[src/rtl/mem_req_arbiter.sv]
// Round-robin arbiter sharing one line-fill memory port among NUM_REQ requesters, one transaction at a time.
// Define MEM_ARB_TIMEOUT_EN to abort a transaction with resp_err after TIMEOUT_CYC cycles without mem_ready.
module mem_req_arbiter #(
  parameter int NUM_REQ     = 2,
  parameter int ADDR_W      = 32,
  parameter int LINE_W      = 128,
  parameter int TIMEOUT_CYC = 64
) (
  input  logic                      clk,
  input  logic                      rst,
  input  logic [NUM_REQ-1:0]        req_valid,
  input  logic [NUM_REQ*ADDR_W-1:0] req_addr,
  output logic [NUM_REQ-1:0]        req_ack,
  output logic [NUM_REQ-1:0]        resp_valid,
  output logic [LINE_W-1:0]         resp_data,
  output logic [NUM_REQ-1:0]        resp_err,
  output logic                      mem_req,
  output logic [ADDR_W-1:0]         mem_addr,
  input  logic [LINE_W-1:0]         mem_data_in,
  input  logic                      mem_ready
);

  localparam int IDX_W = $clog2(NUM_REQ);

  localparam logic [1:0] ST_IDLE = 2'd0;
  localparam logic [1:0] ST_REQ  = 2'd1;
  localparam logic [1:0] ST_RESP = 2'd2;

  localparam logic [NUM_REQ-1:0] ONE = NUM_REQ'(1);

  if (NUM_REQ < 2 || NUM_REQ > 8 || TIMEOUT_CYC < 1) begin : g_bad_cfg
    $error("mem_req_arbiter: unsupported parameter set");
  end

  logic [1:0]       state;
  logic [IDX_W-1:0] gnt;
  logic [IDX_W-1:0] rr_ptr;
  logic [IDX_W-1:0] pick_idx;
  logic [IDX_W-1:0] next_ptr;
  logic             pick_found;
  logic             timeout_hit;

  // NOTE: every variable assigned in always_comb gets a default first, so no path leaves it unassigned (no latch).
  always_comb begin
    pick_found = 1'b0;
    pick_idx   = '0;
    for (int k = 0; k < NUM_REQ; k++) begin
      if (!pick_found && req_valid[(int'(rr_ptr) + k) % NUM_REQ]) begin
        pick_found = 1'b1;
        pick_idx   = IDX_W'((int'(rr_ptr) + k) % NUM_REQ);
      end
    end
  end

  assign next_ptr = (pick_idx == IDX_W'(NUM_REQ - 1)) ? '0 : pick_idx + 1'b1;

`ifdef MEM_ARB_TIMEOUT_EN
  localparam int CNT_W = $clog2(TIMEOUT_CYC + 1);

  logic [CNT_W-1:0] wait_cnt;

  // Fires in the last allowed REQ cycle; a mem_ready in that same cycle still completes normally.
  assign timeout_hit = (state == ST_REQ) && !mem_ready && (wait_cnt == CNT_W'(TIMEOUT_CYC - 1));
`else
  assign timeout_hit = 1'b0;
  assign resp_err    = '0;
`endif

  // NOTE: sequential state uses non-blocking assignments only, so every register samples pre-edge values.
  always_ff @(posedge clk or negedge rst) begin
    if (!rst) begin
      state      <= ST_IDLE;
      gnt        <= '0;
      rr_ptr     <= '0;
      req_ack    <= '0;
      resp_valid <= '0;
      resp_data  <= '0;
      mem_req    <= 1'b0;
      mem_addr   <= '0;
`ifdef MEM_ARB_TIMEOUT_EN
      resp_err   <= '0;
      wait_cnt   <= '0;
`endif
    end else begin
      req_ack    <= '0;
      resp_valid <= '0;
`ifdef MEM_ARB_TIMEOUT_EN
      resp_err   <= '0;
`endif
      case (state)
        ST_IDLE: begin
          if (pick_found) begin
            gnt      <= pick_idx;
            rr_ptr   <= next_ptr;
            mem_req  <= 1'b1;
            mem_addr <= req_addr[pick_idx*ADDR_W +: ADDR_W];
            req_ack  <= ONE << pick_idx;
            state    <= ST_REQ;
`ifdef MEM_ARB_TIMEOUT_EN
            wait_cnt <= '0;
`endif
          end
        end
        ST_REQ: begin
          if (mem_ready) begin
            resp_data  <= mem_data_in;
            resp_valid <= ONE << gnt;
            mem_req    <= 1'b0;
            mem_addr   <= '0;
            state      <= ST_RESP;
          end
`ifdef MEM_ARB_TIMEOUT_EN
          else if (timeout_hit) begin
            resp_err <= ONE << gnt;
            mem_req  <= 1'b0;
            mem_addr <= '0;
            state    <= ST_IDLE;
          end else begin
            wait_cnt <= wait_cnt + 1'b1;
          end
`endif
        end
        ST_RESP: state <= ST_IDLE;
        default: state <= ST_IDLE;
      endcase
    end
  end

  a_onehot: assert property (@(posedge clk) disable iff (!rst)
    $onehot0(req_ack) && $onehot0(resp_valid) && $onehot0(resp_err) && ((resp_valid & resp_err) == '0));

  a_mem_hold: assert property (@(posedge clk) disable iff (!rst)
    (mem_req && !mem_ready && !timeout_hit) |=> (mem_req && $stable(mem_addr)));

  a_addr_idle: assert property (@(posedge clk) disable iff (!rst)
    !mem_req |-> (mem_addr == '0));

endmodule

[config.mk]
export PLATFORM = sky130hd
export DESIGN_NAME = mem_req_arbiter
export DESIGN_NICKNAME = d
export VERILOG_FILES = /design/src/rtl/mem_req_arbiter.sv
export SDC_FILE = /design/constraint.sdc
export NUM_CORES = 1
export LEC_CHECK = 0
export ABC_AREA = 1
export ABC_CLOCK_PERIOD_IN_PS = 1600
export CAP_MARGIN = 20
export CORE_AREA = 2 2 140 142
export DETAILED_ROUTE_END_ITERATION = 12
export DIE_AREA = 0 0 142 144
export PLACE_DENSITY = 0.76
export SETUP_SLACK_MARGIN = 0.4
export SLEW_MARGIN = 20
export SYNTH_ARGS = -nofsm -noshare
export SYNTH_HDL_FRONTEND = slang
export SYNTH_SLANG_ARGS = --single-unit
[constraint.sdc]
create_clock -name clk -period 1.6 [get_ports clk]
set_clock_uncertainty 0.05 [all_clocks]
set_input_delay 0.32 -clock clk [delete_from_list [all_inputs] [get_ports clk]]
set_output_delay 0.32 -clock clk [all_outputs]
set_load 0.02 [all_outputs]
# Yosys cells after proc, flatten, opt, wreduce, memory -nomap -nowiden
# Index checks and enable logic that the tools add are counted.
[op_classes] n_addsub=2 n_lt_le_gt_ge=2 n_eq_ne=3 shifts=3 mux=23 bitwise_logic=1 n_reduce_logical=8
[ops] operator="$mux 32" n=2
[ops] operator="$pmux 32 s2" n=1
[ops] operator="$shiftx 64x7->32" n=1
[ops] operator="$mux 1" n=12
[ops] operator="$mux 2" n=6
[ops] operator="$reduce_and 2->1" n=3
[ops] operator="$ne 2x2->1 const B" n=2
[ops] operator="$pmux 2 s2" n=1
[ops] operator="$shl 1x1->2 const A" n=2
[ops] operator="$lt 2x3->1 const B" n=1
[ops] operator="$reduce_and 3->1" n=1
[ops] operator="$add 1x1->1 const B" n=2
[ops] operator="$eq 2x1->1 const B" n=1
[ops] operator="$logic_not 2->1" n=1
[ops] operator="$lt 1x2->1 const B" n=1
[ops] operator="$pmux 1 s2" n=1
[ops] operator="$reduce_bool 2->1" n=1
[ops] operator="$and 1x1->1 const A" n=1
[ops] operator="$logic_and 1x1->1" n=1
[ops] operator="$logic_not 1->1" n=1
[totals] ff_bits=169 in_bits=197 word_cells=50

# Longest topological paths before layout
[logic_depth] depth_word=10 depth_mapped=7

# Least setup slack after synthesis
# No wires, ideal clock.
[synth_path] path_type="register to register" start="register state[1]" end="register resp_data[0]" arrival_time_ns=1.036 path_slack_ns=0.398 path_stages_with_launch=7 cell_sequence="dfrtp_1 inv_1 nand3_2 buf_2 buf_2 nand2_1 nand2_1"
[synth_between] elab_chain_len=2
[synth_rtl] element="start: declaration" line_no="35" source="logic [1:0] state;"
[synth_rtl] element="start signal: assignment" line_no="72" source="state <= ST_IDLE;"
[synth_rtl] element="start signal: assignment" line_no="98" source="state <= ST_REQ;"
[synth_rtl] element="start signal: assignment" line_no="110" source="state <= ST_RESP;"
[synth_rtl] element="$eq 2x1->1" line_no="90" source="case (state)"
[synth_rtl] element="$reduce_and 2->1 (no line)"
[synth_rtl] element="end signal: assignment" line_no="106" source="resp_data <= mem_data_in;"
[synth_rtl] element="end: declaration" line_no="15" source="output logic [LINE_W-1:0] resp_data,"
# Every way passes these cells.
# A chain may end at the register's enable or synchronous reset.

# Worst setup path in the final report
[layout_path] start="register mem_addr[0]" end="output port mem_addr[0]"
[layout_lines] element="start: declaration" line_no="18" source="output logic [ADDR_W-1:0] mem_addr,"
[layout_lines] element="start signal: assignment" line_no="96" source="mem_addr <= req_addr[pick_idx*ADDR_W +: ADDR_W];"
# No word-level cell between the ends.

==> flow_summary.yaml <==
power_and_ir_drop:
  powerDensity_mw_per_mm2: 2010
  leakage_uw: 0.00690
  total_power_uw: 26100
  vdd_drop_max_mv: 0.874
global_routing:
  grt_pass1_wl_um: 36300
  grt_pass1_vias: 6901
  antenna_found_initial: 0
  grt_max_degree: 65
  grtUsageTotal_pct: 23.0
  grt-ovfl-total: 0
synthesis:
  synthesis.area_mm2: 0.00701
  synth.avg_cell_area_um2: 8.23
  synth_cell_types: 14
  yosysWarnings: 0
  synth_sequential_area_ratio_pct: 60.3
  ys_seq_elements: 169
  synth_cells: 852
sta:
  finalCritPeriodShare_pct: 86.4
  hold_viol: 0
  fmax_mhz: 723
  maxSlewViolCount: 0
  rsz0062_at_grt: "yes"
  setup_viol: 0
  fin_crit_ns: 1.38
  whs_ns: 0.368
  worst_slack_ns: 0.217
critical_path:
  start_kind: "flop"
  crit_path_max_fanout: 2
  cp.required_ns: 1.23
  critPathCaptureType: "output pin"
  critPathKind: "reg2out"
  arrival_ns: 1.01
  path_buf_inv: 1
  cp_slowest_cell: "dfrtp_1"
  cp_top_family: "flip-flops"
  crit_chain: "buf_6"
  cpPeakStageDelay_ns: 0.43
clock_network:
  cts_buffers: 17
  clock-root-buffer: "clkbuf_16"
  cts_num_sinks: 169
  clock_latency_ns: 0.42
  clk_pin_slew_ns: 0.07
  cts_buffer_depth: 2
  cts_max_level: 4
  cts_tree: "done"
floorplanning:
  io_pins: 364
  start_util_pct: 36.7
  die_h_um: 144
  core-area_mm2: 0.0191
  die_area_mm2: 0.0204
  rows: 51
  dieWidth_um: 142
final_layout:
  final_common_cell: "nand2_1"
  seqCellArea_mm2: 0.00423
  layout.cells.non_filler: 1555
  area_growth_pct: 85.3
  mostFrequentLayoutCells: "451 x nand2_1, 193 x clkdlybuf4s50_1, 173 x buf_6, 168 x dfrtp_1, 89 x nand3_1"
  layout-drive-gt1-share_pct: 25.8
  fillers: 1407
  multiInputGateArea_mm2: 0.00236
  fin_area_mm2: 0.0130
  final_nets: 1502
  antenna_cells: 0
routing:
  vias_per_cell: 4.72
  drtPass1Iterations: 5
  wl_um: 26200
  drcViolationCount: 0
  detail_route.wl_per_cell_um: 16.8
  num_vias: 7333
  ant_nets: 0
  drt_iter0_drc: 377
run:
  drv_cap: 0
placement:
  place_inst: 1435
  numPortBuffers: 361
  dp_hpwl_um: 16500
  pre_cts_ws_ns: -0.0994
  routabilityCongestion: 0.898
  placed_area_mm2: 0.0112
min_path:
  min_path_type: "in2async"
status:
  status: "completed"
[cell families after synthesis]
kind of cell / synth area share (%)
flip-flops: 60.3
other: 0.0535
buffers and inverters: 7.48
AO/OA/AOI/OAI: 0.339
AND/OR/NAND/NOR: 31.8
[per-stage QoR]
step / TNS, ns / util, %
2_1_floorplan: 0 / -
3_3_place_gp: -4.97 / 58.4
3_5_place_dp: -6.12 / 58.4
4_1_cts: 0 / 64.4
5_1_grt: 0 / 68.1
6_report: 0 / 68.1
[state kept, by name, summed over array words and instances (netlist names)]
register	cells
resp_data	128
mem_addr	32
req_ack	2
resp_valid	2
state	2
gnt	1
mem_req	1
rr_ptr	1
[path summary, 6_finish.rpt]
| path | from | end | slack, ns | depth (start not counted) |
|---|---|---|---|---|
| min in group clk | mem_data_in[104] | resp_data[104]$_DFFE_PN0P_ | 0.38 | 3 |
| hold reg to reg | gnt$_DFFE_PN0P_ | resp_valid[0]$_DFF_PN0_ | 0.45 | 1 |
| hold / removal | rst | mem_addr[10]$_DFFE_PN0P_ | 0.37 | 2 |
| setup / recovery | mem_addr[0]$_DFFE_PN0P_ | mem_addr[0] | 0.22 | 1 |
| max in group asynchronous | rst | state[0]$_DFFE_PN0P_ | 0.58 | 3 |
| setup reg to reg | state[1]$_DFFE_PN0P_ | resp_data[2]$_DFFE_PN0P_ | 0.25 | 6 |
[metal layers]
metal	global-route usage, %	vias up	wire length [um]
met5	0	-	0
met4	10.1	0	809
met3	7.02	56	2210
met2	40.2	373	13500
met1	26.2	3430	9650
li1	-	3474	-
[area by class of cell]
cell class,instances,area share (%)
inverter,69,2.09
tap,238,2.29
timing repair buffer,482,40.2
clock inverter,13,1.28
clock buffer,18,3.38
multi-input combinational,566,18.2
sequential,169,32.6
[where the power goes]
group / switching [uW] / total (uW) / internal [uW]
Clock: 1790 / 4300 / 2510
Sequential: 1520 / 7800 / 6280
Combinational: 6870 / 14000 / 7140
Total: 10200 / 26100 / 15900
[cell usage after synthesis]
| master | number | share of area, % |
|---|---|---|
| buf_2 | 20 | 1.4 |
| buf_4 | 15 | 1.6 |
| clkbuf_1 | 14 | 0.75 |
| conb_1 | 1 | 0.053 |
| dfrtp_1 | 169 | 60 |
| inv_1 | 68 | 3.6 |
| inv_2 | 1 | 0.053 |
| nand2_1 | 457 | 24 |
| nand3_1 | 96 | 6.9 |
| nand3_2 | 1 | 0.14 |
| nor2_1 | 5 | 0.27 |
| nor2_2 | 1 | 0.089 |
| o21ai_0 | 3 | 0.21 |
| o21ai_2 | 1 | 0.12 |
[timing repair]
action / 4_1_cts / 5_1_grt
pin swaps: 0 / 13
hold buffers: 1 / 0
buffers inserted: 38 / 37
endpoints found under the setup margin: 329 / 330
hold endpoints to repair: 33 / 0
cloned: 1 / 12
resized for setup: 996 / 47
Power figures use the tool's default switching activity.
